==> src/rtl/mem_arbiter.sv <==
// mem_arbiter: single-port memory arbiter between instruction fetch (IF) and
// data memory (DM) requesters. One transaction is in flight at a time.
// Data and fetch requests are arbitrated with a fairness rule so fetch never
// loses twice in a row. A stalled memory leads to a sticky error state that
// only reset clears. All outputs are registered.
module mem_arbiter #(
  parameter int MAX_WAIT = 15
) (
  input  logic        clk,
  input  logic        rst,
  input  logic        halt,
  input  logic        if_req,
  input  logic [15:0] if_addr,
  output logic [15:0] if_rdata,
  output logic        if_done,
  input  logic        dm_req,
  input  logic        dm_wr,
  input  logic [15:0] dm_addr,
  input  logic [15:0] dm_wdata,
  output logic [15:0] dm_rdata,
  output logic        dm_done,
  output logic        mem_en,
  output logic        mem_wr,
  output logic [15:0] mem_addr,
  output logic [15:0] mem_wdata,
  input  logic [15:0] mem_rdata,
  input  logic        mem_done,
  output logic        err
);

  localparam int CW = (MAX_WAIT <= 1) ? 1 : $clog2(MAX_WAIT + 1);

  typedef enum logic [2:0] {
    ST_IDLE  = 3'd0,
    ST_ISSUE = 3'd1,
    ST_WAIT  = 3'd2,
    ST_DONE  = 3'd3,
    ST_ERR   = 3'd4
  } state_t;

  state_t          state_r, state_s;
  logic [CW-1:0]   wait_cnt_r, wait_cnt_s;
  logic            owner_dm_r, owner_dm_s;   // 1 = data owns the transaction
  logic            if_owed_r, if_owed_s;     // last grant was DM while IF waited
  logic            grant_dm_s;
  logic            capture_s;                // memory data valid on this edge
  logic            wr_s;
  logic [15:0]     addr_s, wdata_s;

  // Next-state, grant selection and transaction latch values.
  always_comb begin
    state_s    = state_r;
    wait_cnt_s = wait_cnt_r;
    owner_dm_s = owner_dm_r;
    if_owed_s  = if_owed_r;
    grant_dm_s = 1'b0;
    capture_s  = 1'b0;
    wr_s       = mem_wr;
    addr_s     = mem_addr;
    wdata_s    = mem_wdata;
    case (state_r)
      ST_IDLE: begin
        if (!halt && (if_req || dm_req)) begin
          if (if_req && dm_req) begin
            grant_dm_s = ~if_owed_r;
          end else begin
            grant_dm_s = dm_req;
          end
          state_s    = ST_ISSUE;
          wait_cnt_s = {CW{1'b0}};
          owner_dm_s = grant_dm_s;
          if (grant_dm_s) begin
            wr_s      = dm_wr;
            addr_s    = dm_addr;
            wdata_s   = dm_wdata;
            if_owed_s = if_req;
          end else begin
            wr_s      = 1'b0;
            addr_s    = if_addr;
            wdata_s   = 16'h0000;
            if_owed_s = 1'b0;
          end
        end else begin
          state_s = ST_IDLE;
        end
      end
      ST_ISSUE: begin
        if (mem_done) begin
          capture_s = 1'b1;
          state_s   = ST_DONE;
        end else begin
          state_s    = ST_WAIT;
          wait_cnt_s = {CW{1'b0}};
        end
      end
      ST_WAIT: begin
        if (mem_done) begin
          capture_s = 1'b1;
          state_s   = ST_DONE;
        end else if (wait_cnt_r == CW'(MAX_WAIT - 1)) begin
          state_s = ST_ERR;
        end else begin
          wait_cnt_s = wait_cnt_r + CW'(32'd1);
          state_s    = ST_WAIT;
        end
      end
      ST_DONE: begin
        state_s = ST_IDLE;
      end
      ST_ERR: begin
        state_s = ST_ERR;
      end
      default: begin
        state_s = ST_IDLE;
      end
    endcase
  end

  // State, history and registered outputs; synchronous reset abandons any transaction.
  always_ff @(posedge clk) begin
    if (rst) begin
      state_r    <= ST_IDLE;
      wait_cnt_r <= {CW{1'b0}};
      owner_dm_r <= 1'b0;
      if_owed_r  <= 1'b0;
      mem_en     <= 1'b0;
      mem_wr     <= 1'b0;
      mem_addr   <= 16'h0000;
      mem_wdata  <= 16'h0000;
      if_done    <= 1'b0;
      dm_done    <= 1'b0;
      err        <= 1'b0;
      if_rdata   <= 16'h0000;
      dm_rdata   <= 16'h0000;
    end else begin
      state_r    <= state_s;
      wait_cnt_r <= wait_cnt_s;
      owner_dm_r <= owner_dm_s;
      if_owed_r  <= if_owed_s;
      mem_en     <= (state_s == ST_ISSUE);
      mem_wr     <= wr_s;
      mem_addr   <= addr_s;
      mem_wdata  <= wdata_s;
      if_done    <= (state_s == ST_DONE) && !owner_dm_s;
      dm_done    <= (state_s == ST_DONE) && owner_dm_s;
      err        <= (state_s == ST_ERR);
      if (capture_s && !owner_dm_r) begin
        if_rdata <= mem_rdata;
      end
      if (capture_s && owner_dm_r && !mem_wr) begin
        dm_rdata <= mem_rdata;
      end
    end
  end

endmodule

==> config.mk <==
export PLATFORM = sky130hd
export DESIGN_NAME = mem_arbiter
export DESIGN_NICKNAME = d
export VERILOG_FILES = /design/src/rtl/mem_arbiter.sv
export SDC_FILE = /design/constraint.sdc
export NUM_CORES = 1
export LEC_CHECK = 0
export ABC_AREA = 1
export ABC_CLOCK_PERIOD_IN_PS = 4400
export BUFFER_PORTS_ARGS = -buffer_cell sky130_fd_sc_hd__buf_2
export CORE_MARGIN = 2
export CORE_UTILIZATION = 50
export CTS_CLUSTER_DIAMETER = 200
export DETAILED_ROUTE_END_ITERATION = 10
export PLACE_DENSITY = 0.94
export RECOVER_POWER = 25
export SLEW_MARGIN = 30
export SYNTH_ARGS = -nofsm -noshare
export SYNTH_HDL_FRONTEND = slang
export SYNTH_SLANG_ARGS = --single-unit
==> constraint.sdc <==
create_clock -name clk -period 4.4 [get_ports clk]
set_clock_uncertainty 0.2 [all_clocks]
set_input_delay 0 -clock clk [delete_from_list [all_inputs] [get_ports clk]]
set_output_delay 0 -clock clk [all_outputs]
set_load 0.03 [all_outputs]
==> results.yml, run 1 <==
routing:
  first_pass_iters: 6
  drt_iter0_drc: 419
  drc: 0
  ant_nets: 0
  wl_mm: 12.6
  via_per_inst: 5.90
  routedWlPerCell_um: 18.7
  vias: 3983
yosys:
  syn_area_um2: 3100
  synth_top_family_by_area: "simple AND/OR/NAND/NOR gates"
  synth_xor_area_share_pct: 0.565
  synth_compound_gate_area_share_pct: 18.4
  ys_ff_latch: 78
  syn_avg_cell_area_um2: 8.05
  ys_seq_area_share_pct: 50.4
  synth_fp_nets: 458
  yosysWarningCount: 0
  synthSimpleGateAreaFrac_pct: 23.3
  synthAdderAreaFrac_pct: 0.807
  syn_inst: 385
  ys_types: 27
  muxShareOfSynthArea_pct: 0
run:
  drv_cap: 0
global_route:
  grt_first_pass_wirelength_mm: 18.5
  grt_max_degree: 62
  track_usage_pct: 36.8
  grt_pass1_vias: 3757
  antenna_found_initial: 0
  globalRouteOverflowTotal: 0
worst_setup_path:
  worstPathMaxFanout: 35
  arrival_ps: 3000
  cp-startpoint: "if_req"
  critPathRequiredTime_ps: 4490
  r2r_slack_ps: 1530
  end_kind: "register"
  startpoint_type: "input pin"
  criticalPathCategory: "input pin to register"
  rr_startpoint: "if_owed_r"
  reg2reg_depth: 6
  reg2reg_to: "mem_wdata[3]"
sta:
  final_hold_viol_count: 0
  slew_headroom_pct: 45.5
  fin_crit_ps: 2910
  rsz0062_at_grt: "no"
  post-route-period-util_pct: 66.2
  worst_slew_pin_slew_ps: 815
  timing.final.ws_setup_ps: 1490
  fmax_ghz: 0.344
  setup_violations: 0
  slew_viol_final: 0
  fin_setup_tns_ps: 0
clocking:
  clk_latency_ps: 360
  cts-root-buf: "clkbuf_8"
  cts_tree: "built"
  cts_buffer_depth: 2
  htreeDepth: 3
  clkSlewWorstSetupHoldPaths_ps: 90
  post_cts_buffers: 0
  numCtsBuffers: 9
  hold_buffers: 86
  postCtsResizedCells: 0
  cts.sinks: 78
min_path:
  worstHoldStart: "dm_req"
  holdPathStages: 7
  hold_end: "wait_cnt_r[1]"
  hp-class: "input pin to register"
floorplan:
  fp.dieW_um: 82.7
  placementRows: 28
  core_um2: 5960
  start_util_pct: 52.0
  io_pins: 140
  die-area_um2: 6840
  die_h_um: 82.7
layout:
  final_layout_size_suffix_gt1_share_pct: 23.2
  finalNetCount: 668
  mostFrequentLayoutCell: "buf_2"
  syn_to_final_growth_pct: 55.0
  final_cell_mix: "buf_2, dlygate4sd3_1, a21oi_1, nand2_1, dfxtp_1"
  num_antenna_cells: 0
power_and_ir_drop:
  ir_drop_v: 0.000236
  leakage_nw: 2.06
  powerDensity_nw_per_um2: 381
  finalPower_mw: 1.83
place:
  portBuffers: 139
  dp_hpwl_mm: 5.61
  post-place-ws_ps: 1690
  gp_congestion: 0.814
status:
  status: "completed"
-- power by group --
group          total, mW  switching (mW)  internal [mW]
Clock              0.669           0.275          0.394
Sequential         0.779          0.0331          0.746
Combinational      0.382           0.240          0.142
-- synthesized netlist by cell type --
library cell,instances,share of area (%)
a21oi_1,81,13
a21oi_2,9,2.5
buf_1,1,0.12
buf_2,4,0.65
buf_4,4,0.97
buf_6,5,1.8
clkbuf_1,13,1.6
clkinv_1,2,0.24
dfxtp_1,78,50
ha_1,2,0.81
inv_1,5,0.61
inv_2,3,0.36
inv_4,1,0.20
nand2_1,78,9.4
nand2_2,2,0.40
nand2_4,1,0.36
nand3_1,37,6.0
nand3_2,1,0.32
nand4_1,19,3.8
nor2_1,16,1.9
nor2_2,1,0.20
nor3_1,2,0.32
nor3_4,1,0.52
o21ai_0,6,0.97
o21ai_1,11,1.8
xnor2_1,1,0.28
xor2_1,1,0.28
-- flip-flops by register name, summed over array words and instances, names as in the netlist --
register,flops
if_owed_r,1
mem_wdata,16
dm_done,1
err,1
mem_addr,16
if_rdata,16
owner_dm_r,1
state_r,3
dm_rdata,16
wait_cnt_r,4
if_done,1
mem_en,1
mem_wr,1
-- area by class of cell --
| cell class | instances | area (µm²) |
|---|---|---|
| Clock inverter | 5 | 106 |
| Tap cell | 75 | 93.8 |
| Fill cell | 347 | 1150 |
| Timing Repair Buffer | 226 | 1520 |
| Sequential cell | 78 | 1560 |
| Inverter | 11 | 43.8 |
| Clock buffer | 11 | 141 |
| Multi-Input combinational cell | 269 | 1340 |
-- per-stage QoR --
stage	cells	instance area, µm²	hold slack, ps	utilization [%]
after CTS	675	4850	200	81.4
final	675	4800	230	80.7
after floorplan	385	3100	-52.8	-
after detailed placement	573	3740	61.6	62.8
after global placement	573	3740	54.2	62.8
after global routing	675	4800	268	80.7
-- critical path, stage by stage --
cell           delay (ps)
dlygate4sd3_1         560
buf_2                 160
nand2_1                80
nand2_1               470
inv_2                 700
nand3_1               230
a21oi_1               210
dlygate4sd3_1         590
-- how the worst max path moves through the flow --
stage	slack (ps)	end	cells past startpoint
detailed placement	1690	mem_wdata[1]	5
global route	1390	mem_wdata[3]	8
CTS	1140	mem_wdata[12]	6
floorplan	2750	dm_rdata[10]	5
global placement	1770	mem_wdata[6]	5
finish	1490	mem_wdata[3]	8
-- cell families after synthesis --
group / after synthesis
AND/OR/NAND/NOR: 158
AO/OA/AOI/OAI: 107
XOR/XNOR: 2
flip-flops: 78
buffers and inverters: 38
adder cells (fa/ha/maj): 2
-- metal layers --
layer / track usage, % / vias to the layer above / routed length, µm
met5: 0 / - / 0
met4: 18.0 / 0 / 581
met3: 9.46 / 71 / 1440
met2: 64.3 / 345 / 6040
met1: 41.5 / 1828 / 4540
li1: - / 1739 / -
(Power assumes the default switching activity.)
==> run 2: changes to the inputs <==
--- a/config.mk
+++ b/config.mk
@@ -6,13 +6,13 @@
 export NUM_CORES = 1
 export LEC_CHECK = 0
 export ABC_AREA = 1
-export ABC_CLOCK_PERIOD_IN_PS = 4400
+export ABC_CLOCK_PERIOD_IN_PS = 3100
 export BUFFER_PORTS_ARGS = -buffer_cell sky130_fd_sc_hd__buf_2
 export CORE_MARGIN = 2
-export CORE_UTILIZATION = 50
+export CORE_UTILIZATION = 47
 export CTS_CLUSTER_DIAMETER = 200
 export DETAILED_ROUTE_END_ITERATION = 10
-export PLACE_DENSITY = 0.94
+export PLACE_DENSITY = 0.9
 export RECOVER_POWER = 25
 export SLEW_MARGIN = 30
 export SYNTH_ARGS = -nofsm -noshare
==> constraint.sdc (replaced) <==
create_clock -name clk -period 3.1 [get_ports clk]
set_clock_uncertainty 0.2 [all_clocks]
set_input_delay 0 -clock clk [delete_from_list [all_inputs] [get_ports clk]]
set_output_delay 0 -clock clk [all_outputs]
set_load 0.03 [all_outputs]
==> run 2 against run 1 <==
  * Flip-flop and latch count stayed put
  * Core utilization fell by 5.7 points
  * Largest power group unchanged
  * Register-to-register slack lost 1200 ps
  * Sequential power rose by 42%
  * Critical path type is now register to register
  * Largest cell class unchanged
  * Critical path depth decreased by 1
==> results.yml, run 2 (same netlist as run 1, synthesis figures left out) <==
routing:
  vias: 3950
  first_pass_iters: 5
  via_per_inst: 5.87
  routedWlPerCell_um: 18.6
  ant_nets: 0
  drt_iter0_drc: 344
  drc: 0
  wl_mm: 12.5
layout:
  final_layout_size_suffix_gt1_share_pct: 23.7
  fin_cells: 673
  final_cell_mix: "buf_2, a21oi_1, dlygate4sd3_1, nand2_1, dfxtp_1"
  fin_util_pct: 75.0
  finalNetCount: 665
  num_antenna_cells: 0
  n_fill_cell: 416
  syn_to_final_growth_pct: 53.7
  mostFrequentLayoutCell: "buf_2"
sta:
  worst_slew_pin_slew_ps: 745
  fin_setup_tns_ps: 0
  slew_viol_final: 0
  slew_headroom_pct: 50.2
  timing.final.ws_setup_ps: 338
  post-route-period-util_pct: 89.1
  fin_crit_ps: 2760
  setup_violations: 0
  hold_ws_ps: 141
  rsz0062_at_grt: "no"
  final_hold_viol_count: 0
  fmax_ghz: 0.362
clocking:
  cts-root-buf: "clkbuf_8"
  postCtsResizedCells: 0
  cts.sinks: 78
  cts_buffer_depth: 2
  numCtsBuffers: 9
  clk_latency_ps: 360
  clkSlewWorstSetupHoldPaths_ps: 100
  htreeDepth: 3
  cts_tree: "built"
worst_setup_path:
  arrival_ps: 2860
  worstPathMaxFanout: 23
  critPathRequiredTime_ps: 3200
  startpoint_type: "register"
  end_kind: "register"
  criticalPathCategory: "register to register"
  reg2reg_depth: 7
power_and_ir_drop:
  leakage_nw: 1.98
  ir_drop_v: 0.000357
  powerDensity_nw_per_um2: 544
floorplan:
  start_util_pct: 48.8
  die_h_um: 85.2
  io_pins: 140
  fp.dieW_um: 85.2
  placementRows: 29
  core_um2: 6350
  die-area_um2: 7260
place:
  dpl.cell_count: 578
  portBuffers: 139
  post-place-ws_ps: 1010
  gp_congestion: 0.869
  dp_hpwl_mm: 5.78
min_path:
  hp-class: "input pin to register"
  holdPathStages: 5
global_route:
  grt_max_degree: 61
  grt_pass1_vias: 3965
  antenna_found_initial: 0
  track_usage_pct: 35.2
  globalRouteOverflowTotal: 0
  grt_first_pass_wirelength_mm: 20.0
run:
  drv_cap: 0
status:
  status: "completed"
## run 2: cell types whose count changed in the layout (fill, tap and decap cells not counted)
| cell | change |
|---|---|
| buf_2 | +1 |
| buf_4 | +2 |
| clkbuf_1 | -1 |
| clkinv_1 | +1 |
| clkinv_4 | -1 |
| dlygate4sd3_1 | -6 |
| inv_2 | -1 |
| inv_6 | +1 |
## run 2: critical path, cell delays in order (launching register included)
cell           delay, ps
dfxtp_1              350
nor2_2               180
nand2_2              100
nor3_4               480
buf_4                390
o21ai_0              220
a21oi_1              210
dlygate4sd3_1        570
## run 2: power by group
group	total (mW)	internal (mW)	switching, mW
clock network	0.946	0.556	0.390
registers	1.11	1.06	0.0471
logic	0.537	0.199	0.338
total	2.59	1.81	0.775
## run 2: final timing paths
path                                  start     endpoint  slack, ps
worst max register to register   state_r[2]  mem_addr[1]        340
worst max-delay path             state_r[2]  mem_addr[1]        340
worst min-delay path                 dm_req   owner_dm_r        140
worst min register to register  if_rdata[2]  if_rdata[2]        270
## run 2: per-stage QoR
step	power (mW)	cell area [µm²]
detailed placement	1.53	3760
floorplan	1.41	3100
CTS	2.54	4810
global route	2.67	4760
global placement	1.52	3760
finish	2.59	4760
## run 2: area by class of cell
type	instances	area, µm²	area share [%]
sequential	78	1560	32.8
timing repair buffer	223	1480	31.1
multi-input combinational	269	1340	28.0
clock buffer	10	138	2.89
clock inverter	5	106	2.23
tap	77	96.3	2.02
inverter	11	43.8	0.920
## run 2: repair_timing
action	CTS	global route
hold buffers	80	0
endpoints found under the hold margin	76	0
buffers inserted	0	0
endpoints found under the setup margin	0	0
## run 2: metal layers
metal | vias up | global-route usage, % | part of all wire [%]
met4 | 0 | 17.7 | 5.0
met3 | 64 | 10.2 | 11
li1 | 1731 | - | -
met2 | 357 | 58.4 | 48
met5 | - | 0 | 0
met1 | 1798 | 41.3 | 36
==> run 3: changes to the inputs <==
--- a/config.mk
+++ b/config.mk
@@ -8,12 +8,13 @@
 export ABC_AREA = 1
 export ABC_CLOCK_PERIOD_IN_PS = 3100
 export BUFFER_PORTS_ARGS = -buffer_cell sky130_fd_sc_hd__buf_2
+export CORE_ASPECT_RATIO = 0.9
 export CORE_MARGIN = 2
 export CORE_UTILIZATION = 47
 export CTS_CLUSTER_DIAMETER = 200
 export DETAILED_ROUTE_END_ITERATION = 10
 export PLACE_DENSITY = 0.9
-export RECOVER_POWER = 25
+export RECOVER_POWER = 100
 export SLEW_MARGIN = 30
 export SYNTH_ARGS = -nofsm -noshare
 export SYNTH_HDL_FRONTEND = slang
==> run 3 against run 2 <==
  * Critical path type unchanged
  * Wire length decreased by 11%
  * Core utilization decreased by 2.3 points
  * Combinational power decreased by 4.8%
  * Maximum frequency increased by 3.6%
  * Critical endpoint is now if_rdata[1]
==> results.yml, run 3 (same netlist as run 1, synthesis figures left out) <==
status:
  status: "completed"
power_and_ir_drop:
  powerDensity_nw_per_um2: 528
  finalPower_mw: 2.49
  ir_drop_v: 0.000331
  leakage_nw: 1.92
worst_setup_path:
  critPathMaxStageDelay_ps: 600
  r2r_slack_ps: 430
  crit_top_cell: "nand2_1"
  reg2reg_to: "if_rdata[1]"
  arrival_ps: 2700
  reg2reg_depth: 9
  path_buf_inv: 2
  critical_path_depth: 9
  slowest_stage: "dlygate4sd3_1"
  crit_chain: "nor2_1 -> nand2_1 -> nand2_1 -> nand2_1 -> inv_2 -> nand2_4 -> nand2_1 -> a21oi_1 -> dlygate4sd3_1"
  path_delay_family: "buffers and inverters"
  worstPathMaxFanout: 33
  end_kind: "register"
  startpoint_type: "register"
  rr_startpoint: "state_r[2]"
  critPathRequiredTime_ps: 3130
  criticalPathCategory: "register to register"
sta:
  fin_crit_ps: 2670
  slew_viol_final: 0
  fin_setup_tns_ps: 0
  hold_ws_ps: 120
  setup_violations: 0
  timing.final.ws_setup_ps: 435
  final_hold_viol_count: 0
  slew_headroom_pct: 15.4
  worst_slew_pin_slew_ps: 1270
  rsz0062_at_grt: "no"
  fmax_ghz: 0.375
  post-route-period-util_pct: 86.0
layout:
  fin_util_pct: 72.7
  syn_to_final_growth_pct: 52.1
  stdcell_area_um2: 4710
  n_fill_cell: 507
  num_antenna_cells: 0
  final_layout_size_suffix_gt1_share_pct: 16.0
  finalNetCount: 669
  fin_cells: 691
  final_cell_mix: "a21oi_1, dlygate4sd3_1, nand2_1, dfxtp_1"
  mostFrequentLayoutCell: "a21oi_1"
global_route:
  grt_max_degree: 38
  track_usage_pct: 30.4
  globalRouteOverflowTotal: 0
  grt_first_pass_wirelength_mm: 16.9
  antenna_found_initial: 0
  grt_pass1_vias: 3733
floorplan:
  die_h_um: 81.0
  fp.dieW_um: 89.6
  io_pins: 140
  placementRows: 28
  start_util_pct: 47.8
  die-area_um2: 7260
  core_um2: 6480
routing:
  routedWlPerCell_um: 16.1
  wl_mm: 11.1
  drt_iter0_drc: 332
  ant_nets: 0
  drc: 0
  vias: 3796
  via_per_inst: 5.49
  first_pass_iters: 5
clocking:
  hold_buffers: 85
  cts-root-buf: "clkbuf_8"
  post_cts_buffers: 0
  cts_buffer_depth: 2
  cts_tree: "built"
  numCtsBuffers: 9
  clkSlewWorstSetupHoldPaths_ps: 80
  cts.sinks: 78
  postCtsResizedCells: 0
  clk_latency_ps: 350
  htreeDepth: 3
min_path:
  hp-class: "input pin to register"
  holdPathStages: 7
  hold_end: "wait_cnt_r[2]"
  worstHoldStart: "dm_req"
place:
  placed_cell_area_um2: 3770
  dp_hpwl_mm: 5.69
  portBuffers: 139
  post-place-ws_ps: 1010
  gp_congestion: 0.898
  dpl.cell_count: 590
run:
  drv_cap: 0
run 3: cell types whose count changed in the layout (fill, tap and decap cells not counted), moves of 2 or more:
cell,before,now
dlygate4sd3_1,80,85
buf_2,103,70
a21oi_1,81,90
buf_4,4,2
a21oi_2,9,0
clkbuf_1,36,70
run 3: final cells by class:
cell class	instances	area [µm²]	area share [%]
clock buffers	11	151	3.21
clock inverters	5	81.3	1.73
multi-input cells	269	1280	27.3
repair buffers	227	1480	31.4
inverters	11	43.8	0.929
flip-flops and latches	78	1560	33.1
well taps	90	113	2.39
run 3: metal layers:
layer  routed length, µm  up-vias  GRT usage (%)
met1                4060     1779           32.6
met2                5830      233           55.7
met4                 366        0           13.4
met3                 855       44           7.52
met5                   0        -              0
li1                    -     1740              -
run 3: tightest hold or removal path, cell delays in order:
cell and delay (ps):
buf_2 110, nor2_1 150, nor2_1 50, nor2_1 100, nor2_1 80, nand4_1 70
a21oi_1 60
run 3: where the power goes:
| group | internal [mW] | switching (mW) | total, mW |
|---|---|---|---|
| Combinational | 0.190 | 0.321 | 0.511 |
| Clock | 0.498 | 0.385 | 0.882 |
| Sequential | 1.06 | 0.0395 | 1.10 |
| Total | 1.75 | 0.745 | 2.49 |
run 3: worst max-delay path by stage:
| stage | startpoint | endpoint | slack [ps] |
|---|---|---|---|
| after floorplan | mem_wr | dm_rdata[10] | 1450 |
| after global placement | owner_dm_r | dm_rdata[15] | 1080 |
| after detailed placement | owner_dm_r | dm_rdata[2] | 1010 |
| after CTS | if_owed_r | mem_wdata[9] | 540 |
| after global routing | state_r[2] | if_rdata[1] | 230 |
| final | state_r[2] | if_rdata[1] | 430 |
